$ cat config.mk
export PLATFORM = sky130hd
export DESIGN_NAME = pll_lock_sequencer
export DESIGN_NICKNAME = d
export VERILOG_FILES = /design/src/rtl/pll_seq_pkg.sv /design/src/rtl/sync_2ff.sv /design/src/rtl/pll_lock_sequencer.sv
export SDC_FILE = /design/constraint.sdc
export NUM_CORES = 1
export LEC_CHECK = 0
export ABC_AREA = 1
export CAP_MARGIN = 10
export CORE_AREA = 2 2 68 70
export CTS_CLUSTER_SIZE = 8
export DETAILED_ROUTE_END_ITERATION = 10
export DIE_AREA = 0 0 70 72
export DONT_BUFFER_PORTS = 1
export PLACE_DENSITY_LB_ADDON = 0.15
export SYNTH_ARGS = -nofsm -noshare
export SYNTH_HDL_FRONTEND = slang
export SYNTH_SLANG_ARGS = --single-unit
$ cat constraint.sdc
create_clock -name clk_25mhz -period 3.4 [get_ports clk_25mhz]
set_input_delay 0.68 -clock clk_25mhz [delete_from_list [all_inputs] [get_ports clk_25mhz]]
set_output_delay 0.68 -clock clk_25mhz [all_outputs]
set_load 0.01 [all_outputs]
$ cat src/rtl/pll_seq_pkg.sv
// Shared state encoding and default timing constants for the PLL lock sequencer.
package pll_seq_pkg;

  localparam int DEF_RST_CYCLES     = 16;
  localparam int DEF_LOCK_TIMEOUT   = 50000;
  localparam int DEF_STABLE_CYCLES  = 1024;
  localparam int DEF_STAGGER_CYCLES = 8;

  typedef enum logic [2:0] {
    ST_PLLRST  = 3'd0,
    ST_WAIT    = 3'd1,
    ST_STABLE  = 3'd2,
    ST_RELEASE = 3'd3,
    ST_RUN     = 3'd4
  } seq_state_t;

endpackage

$ cat src/rtl/sync_2ff.sv
// Two-flop synchronizer bringing the asynchronous PLL lock into the oscillator domain.
module sync_2ff (
  input  logic i_clk,
  input  logic i_rst,
  input  logic i_d,
  output logic o_q
);

  logic r_meta;
  logic r_sync;

  always_ff @(posedge i_clk) begin
    if (i_rst) begin
      r_meta <= 1'b0;
      r_sync <= 1'b0;
    end else begin
      r_meta <= i_d;
      r_sync <= r_meta;
    end
  end

  assign o_q = r_sync;

endmodule

$ cat src/rtl/pll_lock_sequencer.sv
// Resets the PLL, waits for a stable lock, then releases the clock-domain resets in stagger.
//   state   | meaning
//   PLLRST  | PLL held in reset, all domains in reset
//   WAIT    | PLL running, waiting for synchronized lock (bounded by timeout)
//   STABLE  | lock seen, counting consecutive locked cycles
//   RELEASE | domain resets released one by one, STAGGER_CYCLES apart
//   RUN     | all domains out of reset, ready asserted
module pll_lock_sequencer
  import pll_seq_pkg::*;
#(
  parameter int RST_CYCLES     = DEF_RST_CYCLES,
  parameter int LOCK_TIMEOUT   = DEF_LOCK_TIMEOUT,
  parameter int STABLE_CYCLES  = DEF_STABLE_CYCLES,
  parameter int STAGGER_CYCLES = DEF_STAGGER_CYCLES
) (
  input  logic       clk_25mhz,
  input  logic       rst,
  input  logic       locked,
  input  logic       force_relock,
  output logic       pll_rst,
  output logic [2:0] domain_rst,
  output logic       ready,
  output logic [7:0] relock_cnt,
  output logic [7:0] timeout_cnt
);

  localparam logic [15:0] C_RST_LAST    = 16'(RST_CYCLES - 1);
  localparam logic [15:0] C_TMO_LAST    = 16'(LOCK_TIMEOUT - 1);
  localparam logic [15:0] C_STABLE_LAST = 16'(STABLE_CYCLES - 1);
  localparam logic [15:0] C_STAGGER     = 16'(STAGGER_CYCLES);
  localparam logic [15:0] C_REL_LAST    = 16'(2 * STAGGER_CYCLES - 1);

  seq_state_t  r_state;
  logic [15:0] r_cnt;
  logic        r_pll_rst;
  logic [2:0]  r_domain_rst;
  logic        r_ready;
  logic [7:0]  r_relock_cnt;
  logic [7:0]  r_timeout_cnt;

  seq_state_t  w_next_state;
  logic [15:0] w_next_cnt;
  logic        w_lock_s;
  logic        w_relock_evt;
  logic        w_timeout_evt;
  logic [2:0]  w_next_domain_rst;

  sync_2ff u_sync_lock (
    .i_clk (clk_25mhz),
    .i_rst (rst),
    .i_d   (locked),
    .o_q   (w_lock_s)
  );

  always_comb begin
    w_next_state  = r_state;
    w_relock_evt  = 1'b0;
    w_timeout_evt = 1'b0;
    case (r_state)
      ST_PLLRST: begin
        if (r_cnt == C_RST_LAST) w_next_state = ST_WAIT;
      end
      ST_WAIT: begin
        if (force_relock) begin
          w_next_state = ST_PLLRST;
        end else if (w_lock_s) begin
          w_next_state = ST_STABLE;
        end else if (r_cnt == C_TMO_LAST) begin
          w_next_state  = ST_PLLRST;
          w_timeout_evt = 1'b1;
        end
      end
      ST_STABLE: begin
        if (force_relock) w_next_state = ST_PLLRST;
        else if (!w_lock_s) w_next_state = ST_WAIT;
        else if (r_cnt == C_STABLE_LAST) w_next_state = ST_RELEASE;
      end
      ST_RELEASE: begin
        if (force_relock || !w_lock_s) begin
          w_next_state = ST_PLLRST;
          w_relock_evt = 1'b1;
        end else if (r_cnt == C_REL_LAST) begin
          w_next_state = ST_RUN;
        end
      end
      ST_RUN: begin
        if (force_relock || !w_lock_s) begin
          w_next_state = ST_PLLRST;
          w_relock_evt = 1'b1;
        end
      end
      default: w_next_state = ST_PLLRST;
    endcase

    // RUN has no timed exit, so its counter parks instead of wrapping.
    if (w_next_state != r_state) w_next_cnt = 16'd0;
    else if (r_state == ST_RUN)  w_next_cnt = r_cnt;
    else                         w_next_cnt = r_cnt + 16'd1;
  end

  // Outputs are decoded from the upcoming state so the registered values line up with it.
  always_comb begin
    w_next_domain_rst = 3'b111;
    case (w_next_state)
      ST_RELEASE: w_next_domain_rst = {1'b1, (w_next_cnt < C_STAGGER), 1'b0};
      ST_RUN:     w_next_domain_rst = 3'b000;
      default:    w_next_domain_rst = 3'b111;
    endcase
  end

  always_ff @(posedge clk_25mhz) begin
    if (rst) begin
      r_state       <= ST_PLLRST;
      r_cnt         <= 16'd0;
      r_pll_rst     <= 1'b1;
      r_domain_rst  <= 3'b111;
      r_ready       <= 1'b0;
      r_relock_cnt  <= 8'd0;
      r_timeout_cnt <= 8'd0;
    end else begin
      r_state      <= w_next_state;
      r_cnt        <= w_next_cnt;
      r_pll_rst    <= (w_next_state == ST_PLLRST);
      r_domain_rst <= w_next_domain_rst;
      r_ready      <= (w_next_state == ST_RUN);
      if (w_relock_evt && (r_relock_cnt != 8'hFF))
        r_relock_cnt <= r_relock_cnt + 8'd1;
      if (w_timeout_evt && (r_timeout_cnt != 8'hFF))
        r_timeout_cnt <= r_timeout_cnt + 8'd1;
    end
  end

  assign pll_rst     = r_pll_rst;
  assign domain_rst  = r_domain_rst;
  assign ready       = r_ready;
  assign relock_cnt  = r_relock_cnt;
  assign timeout_cnt = r_timeout_cnt;

endmodule

# [Word-level counts from Yosys, hierarchy flattened]
# Index checks and enable logic that the tools add are counted.
[word_totals] ff_bits=42 out_inout_bits=21 word_cells=52
[classes] add_sub_neg=3 magnitude_cmp=1 eq_ne=12 muxes=20 n_reduce_logical=7
[op_table] operator="16-bit two-way mux" n=2
[op_table] operator="3-bit two-way mux" n=10
[op_table] operator="16-bit by 1-bit adder with 16-bit output (second input constant)" n=1
[op_table] operator="8-bit by 1-bit adder with 8-bit output (second input constant)" n=2
[op_table] operator="16-bit by 10-bit == test with 1-bit output (second input constant)" n=1
[op_table] operator="16-bit == test (second input constant)" n=1
[op_table] operator="16-bit by 4-bit == test with 1-bit output (second input constant)" n=1
[op_table] operator="16-bit by 4-bit less-than comparator with 1-bit output (second input constant)" n=1
[op_table] operator="8-bit != test (second input constant)" n=2
[op_table] operator="3-bit one-hot mux with 5 select lines" n=1
[op_table] operator="3-bit by 2-bit == test with 1-bit output (second input constant)" n=3
[op_table] operator="3-bit == test (second input constant)" n=2
[op_table] operator="3-bit logical NOT" n=2
[op_table] operator="1-bit two-way mux" n=6
[op_table] operator="3-bit one-hot mux with 2 select lines" n=1
[op_table] operator="3-bit by 1-bit == test with 1-bit output (second input constant)" n=1
[op_table] operator="3-bit != test" n=1
[op_table] operator="1-bit logical AND" n=2
[op_table] operator="2-bit OR reduction" n=1
[op_table] operator="1-bit logical NOT" n=1
[op_table] operator="1-bit logical OR" n=1

# [Depth between registers and ports, before layout]
[logic_depth] word_depth=9 mapped_depth=15 depth_no_buf=15

# [By module]
# A second synthesis with hierarchy kept.
[hier_totals] hier_cells=322 area_unflattened_um2=2287.2
[by_module_without_submodules] mod="pll_lock_sequencer" instances=1 cells_per_inst=316 area_per_inst_um2=2232.1 seq_area_each_um2=800.8
[by_module_without_submodules] mod="sync_2ff" instances=1 cells_per_inst=6 area_per_inst_um2=55.1 seq_area_each_um2=40.0

# [Least setup slack after synthesis]
# No wires, ideal clock.
[synth_timing] path_kind="input to register" startpoint="input port force_relock" endpoint="register r_timeout_cnt[7] (netlist: timeout_cnt[7])" setup_time_ns=0.117 arrival_ns=1.683 t_required_ns=3.283 slack_ns=1.600 stages=10 cell_sequence="nor2_1 nand3_1 nor2_1 nand2_1 nor2_2 nand2_1 nor2_1 nand4_1 o21ai_0 nor2_1"
[synth_between] elab_chain_cells=3
[synth_rtl] item="start: declaration" line="pll_lock_sequencer.sv:19" source="input logic force_relock,"
[synth_rtl] item="1-bit two-way mux" line="pll_lock_sequencer.sv:64" source="if (force_relock) begin"
[synth_rtl] item="1-bit two-way mux" line="pll_lock_sequencer.sv:59" source="case (r_state)"
[synth_rtl] item="1-bit logical AND" line="pll_lock_sequencer.sv:128" source="if (w_timeout_evt && (r_timeout_cnt != 8'hFF))"
[synth_rtl] item="end signal: assignment" line="pll_lock_sequencer.sv:129" source="r_timeout_cnt <= r_timeout_cnt + 8'd1;"
[synth_rtl] item="end: declaration" line="pll_lock_sequencer.sv:39" source="logic [7:0] r_timeout_cnt;"
# Every way passes these cells.
# A chain may end at the register's enable or synchronous reset.

# [Worst setup path after layout]
[layout_timing] startpoint="register r_cnt[1]" endpoint="register r_cnt[2]"
[layout_between] elab_chain_cells=7 word_cells_on_any_way=17 cone_classes="add/sub: 1; eq/ne: 4; mux: 12"
[layout_rtl] item="start: declaration" line="pll_lock_sequencer.sv:34" source="logic [15:0] r_cnt;"
[layout_rtl] item="start signal: assignment" line="pll_lock_sequencer.sv:122" source="r_cnt <= w_next_cnt;"
[layout_rtl] item="16-bit by 10-bit == test with 1-bit output or 16-bit == test (tied branches)" line="pll_lock_sequencer.sv:76, pll_lock_sequencer.sv:68"
[layout_rtl] item="3-bit two-way mux, on equally long branches" line="pll_lock_sequencer.sv:76, pll_lock_sequencer.sv:68"
[layout_rtl] item="3-bit two-way mux, on equally long branches" line="pll_lock_sequencer.sv:75, pll_lock_sequencer.sv:66"
[layout_rtl] item="3-bit two-way mux, on equally long branches" line="pll_lock_sequencer.sv:74, pll_lock_sequencer.sv:64"
[layout_rtl] item="3-bit one-hot mux with 5 select lines" line="pll_lock_sequencer.sv:59"
[layout_rtl] item="3-bit != test" line="pll_lock_sequencer.sv:96" source="if (w_next_state != r_state) w_next_cnt = 16'd0;"
[layout_rtl] item="16-bit two-way mux (*)" line="pll_lock_sequencer.sv:96"
# Every way passes the cells marked *; elsewhere a longest branch is shown, timed or not.

==> impl_metrics.env <==
export IMPL_hold_viol=0
export IMPL_cts_setup_buffers=0
export IMPL_root_buffer="clkbuf_8"
export IMPL_slew_viol_final=0
export IMPL_synth_edf_count=0
export IMPL_post_place_ws_ns=1.420
export IMPL_ys_flop_type="dfxtp_1"
export IMPL_critPathRequiredTime_ns=3.61
export IMPL_crit_chain="ha_1 > nand3_1 > nor3_1 > nand2_1 > nand2_1 > nand2_1 > nand2_2 > nand3b_1 > a21oi_4 > nand2_4 > nor3_1"
export IMPL_ys_warn_count=0
export IMPL_h_tree_depth=2
export IMPL_syn_area_per_cell_sq_um=6.984
export IMPL_hpwlAfterDp_mm=3.476
export IMPL_postSynthCellCount=323
export IMPL_wl_per_cell_um=12.43
export IMPL_post_route_drc_count=0
export IMPL_routed_wl_mm=4.710
export IMPL_timing_critical_path_mode_cell="nand2_1"
export IMPL_drt_antenna_violating_nets=0
export IMPL_synth_seq_area_share=0.3727
export IMPL_tightest_slew_ns=0.3464
export IMPL_fin_crit_sh=0.5805
export IMPL_initial_core_util=0.5290
export IMPL_layout_cells_non_filler=379
export IMPL_routabilityCongestion=0.9156
export IMPL_crit_path_end_kind="flip-flop"
export IMPL_cts_reportedPaths_clkPinSlew_ns=0.08
export IMPL_cts_buffers=5
export IMPL_critPathKind="flip-flop to flip-flop"
export IMPL_ys_top_cells_by_count="62 x nand2_1, 42 x dfxtp_1, 41 x nor2_1"
export IMPL_status="completed"
export IMPL_clock_skew_final_ns=0.008390
export IMPL_p_leak_nw=0.9287
export IMPL_grt_pass1_vias=1843
export IMPL_io_pins=25
export IMPL_die_h_um=72
export IMPL_die_x_um=70
export IMPL_synthTopCellsByArea="dfxtp_1 37%, nand2_1 10%, nor2_1 6.8%"
export IMPL_antenna_cells=0
export IMPL_postLayoutCellArea_sq_um=2429
export IMPL_grt_total_usage=0.1907
export IMPL_clock_sinks=42
export IMPL_vdd_ir_drop_max_uv=290.3
export IMPL_vias=1976
export IMPL_ctsResizeCount=0
export IMPL_power_per_cell_area_nw_per_um2=408.6
export IMPL_syn_nets=330
export IMPL_dieArea_sq_um=5040
export IMPL_total_power_mw=0.9922
export IMPL_ys_types=29
export IMPL_syn_to_final_growth_pct=7.654
export IMPL_port_buffers=0
export IMPL_hold_slack_ns=0.4070
export IMPL_drt_first_pass_iters=4
export IMPL_cts_tree="built"
export IMPL_fin_tns_setup_ns=0
export IMPL_hp_class="flip-flop to flip-flop"
export IMPL_async_flop_share=0
export IMPL_clockBufferDepth=2
export IMPL_place_inst=371
export IMPL_fmax_mhz=506.7
export IMPL_syn_cell_area_sq_um=2256
export IMPL_grt_overflow_total=0
export IMPL_coreArea_sq_um=4264
export IMPL_ctsHoldBuffers=0
export IMPL_critPathLaunchType="flip-flop"
export IMPL_placementRows=24
export IMPL_grt_pass1_wl_mm=7.810
export IMPL_slowest_stage="dfxtp_1"
export IMPL_antenna_found_initial=0
export IMPL_arrival_ns=2.18
export IMPL_final_core_util=0.5695
export IMPL_grt_max_degree=19
export IMPL_num_nets_final=333
export IMPL_drt_vias_per_instance=5.214
export IMPL_clock_latency_ns=0.29
export IMPL_grt_setup_unrepaired="no"
export IMPL_cap_violations=0
export IMPL_finalSetupViolations=0
export IMPL_synth_top_cell_area_share=0.3727
export IMPL_cp_max_fo=16
export IMPL_place_area_sq_um=2291
export IMPL_max_slew_margin_rel=0.7669
export IMPL_drt_initial_drc_count=110
export IMPL_fin_crit_ns=1.974
export IMPL_drive_gt1_frac=0.1437
export IMPL_postSynthRegisterBits=42
export IMPL_synth_largest_area_cell="dfxtp_1"
export IMPL_synth_most_common_cell="nand2_1"
export IMPL_finalWorstSetupSlack_ns=1.426
export IMPL_slowest_delay_ns=0.36
==> power by group <==
| group | internal (mW) | leakage (nW) | switching, mW |
|---|---|---|---|
| Clock | 0.294 | 0.0683 | 0.181 |
| Sequential | 0.495 | 0.339 | 0.00273 |
| Combinational | 0.00627 | 0.521 | 0.0127 |
| Total | 0.796 | 0.929 | 0.196 |
==> final timing paths <==
| check | startpoint | to | slack [ns] | cells past startpoint |
|---|---|---|---|---|
| worst max-delay path | r_cnt[1]$_SDFFE_PP0N_ | r_cnt[2]$_SDFFE_PP0N_ | 1.43 | 11 |
| worst min-delay path | u_sync_lock.r_meta$_SDFF_PP0_ | u_sync_lock.o_q$_SDFF_PP0_ | 0.41 | 2 |
| worst max register to register | r_cnt[1]$_SDFFE_PP0N_ | r_cnt[2]$_SDFFE_PP0N_ | 1.43 | 11 |
| worst min register to register | u_sync_lock.r_meta$_SDFF_PP0_ | u_sync_lock.o_q$_SDFF_PP0_ | 0.41 | 2 |
==> cells in the final DEF (no fill, tap or decap), drive strengths merged <==
| cell type | synthesis | routed |
|---|---|---|
| a21oi | 20 | 20 |
| nand2 | 72 | 72 |
| inv | 38 | 38 |
| bufinv | 0 | 2 |
| clkinv | 2 | 3 |
| a31oi | 1 | 1 |
| o21ai | 12 | 12 |
| and3 | 2 | 2 |
| dfxtp | 42 | 42 |
| nand3b | 1 | 1 |
| ha | 3 | 3 |
| clkbuf | 2 | 5 |
| xor2 | 6 | 6 |
| nor4 | 5 | 5 |
| o21a | 2 | 2 |
| nor2 | 63 | 63 |
| nand4 | 12 | 12 |
| nor3 | 11 | 11 |
| nand3 | 27 | 27 |
==> flip-flops by register name (all words and copies together), names as in the netlist <==
name,cells
domain_rst,3
pll_rst,1
u_sync_lock.o_q,1
r_state,3
relock_cnt,8
timeout_cnt,8
ready,1
r_cnt,16
u_sync_lock.r_meta,1
==> metal layers <==
layer	part of all wire	global-route usage	vias up
met2	0.45	0.3228	47
li1	-	-	1058
met3	0.053	0.05556	2
met4	0.0017	0.04487	0
met1	0.49	0.2424	869
met5	0	0	-
==> worst max-delay path: cells and delay by family, from the launching register on <==
family,cells,cell delay [ns]
AOI/OAI and AO/OA,1,0.20
adders and majority gates,1,0.20
DFF,1,0.36
and+or+nand+nor,9,1.12
==> area by class of cell <==
type                    count  area (sq um)
fillers                   424          1836
multi-input cells         237          1234
flip-flops and latches     42         840.8
inverters                  40         151.4
clock buffers               5         68.82
clock inverters             3         68.82
well taps                  52         65.06
==> cell families (layout without fill, tap and decap cells) <==
family / Yosys count / count (layout) / share of synthesized area
and+or+nand+nor: 193 / 193 / 0.4215
xor gates and xnor gates: 6 / 6 / 0.02329
buffers and inverters: 44 / 48 / 0.08042
adders and majority gates: 3 / 3 / 0.01664
AOI/OAI and AO/OA: 35 / 35 / 0.08541
DFF: 42 / 42 / 0.3727
No activity file was read; power rests on OpenSTA's default activity.
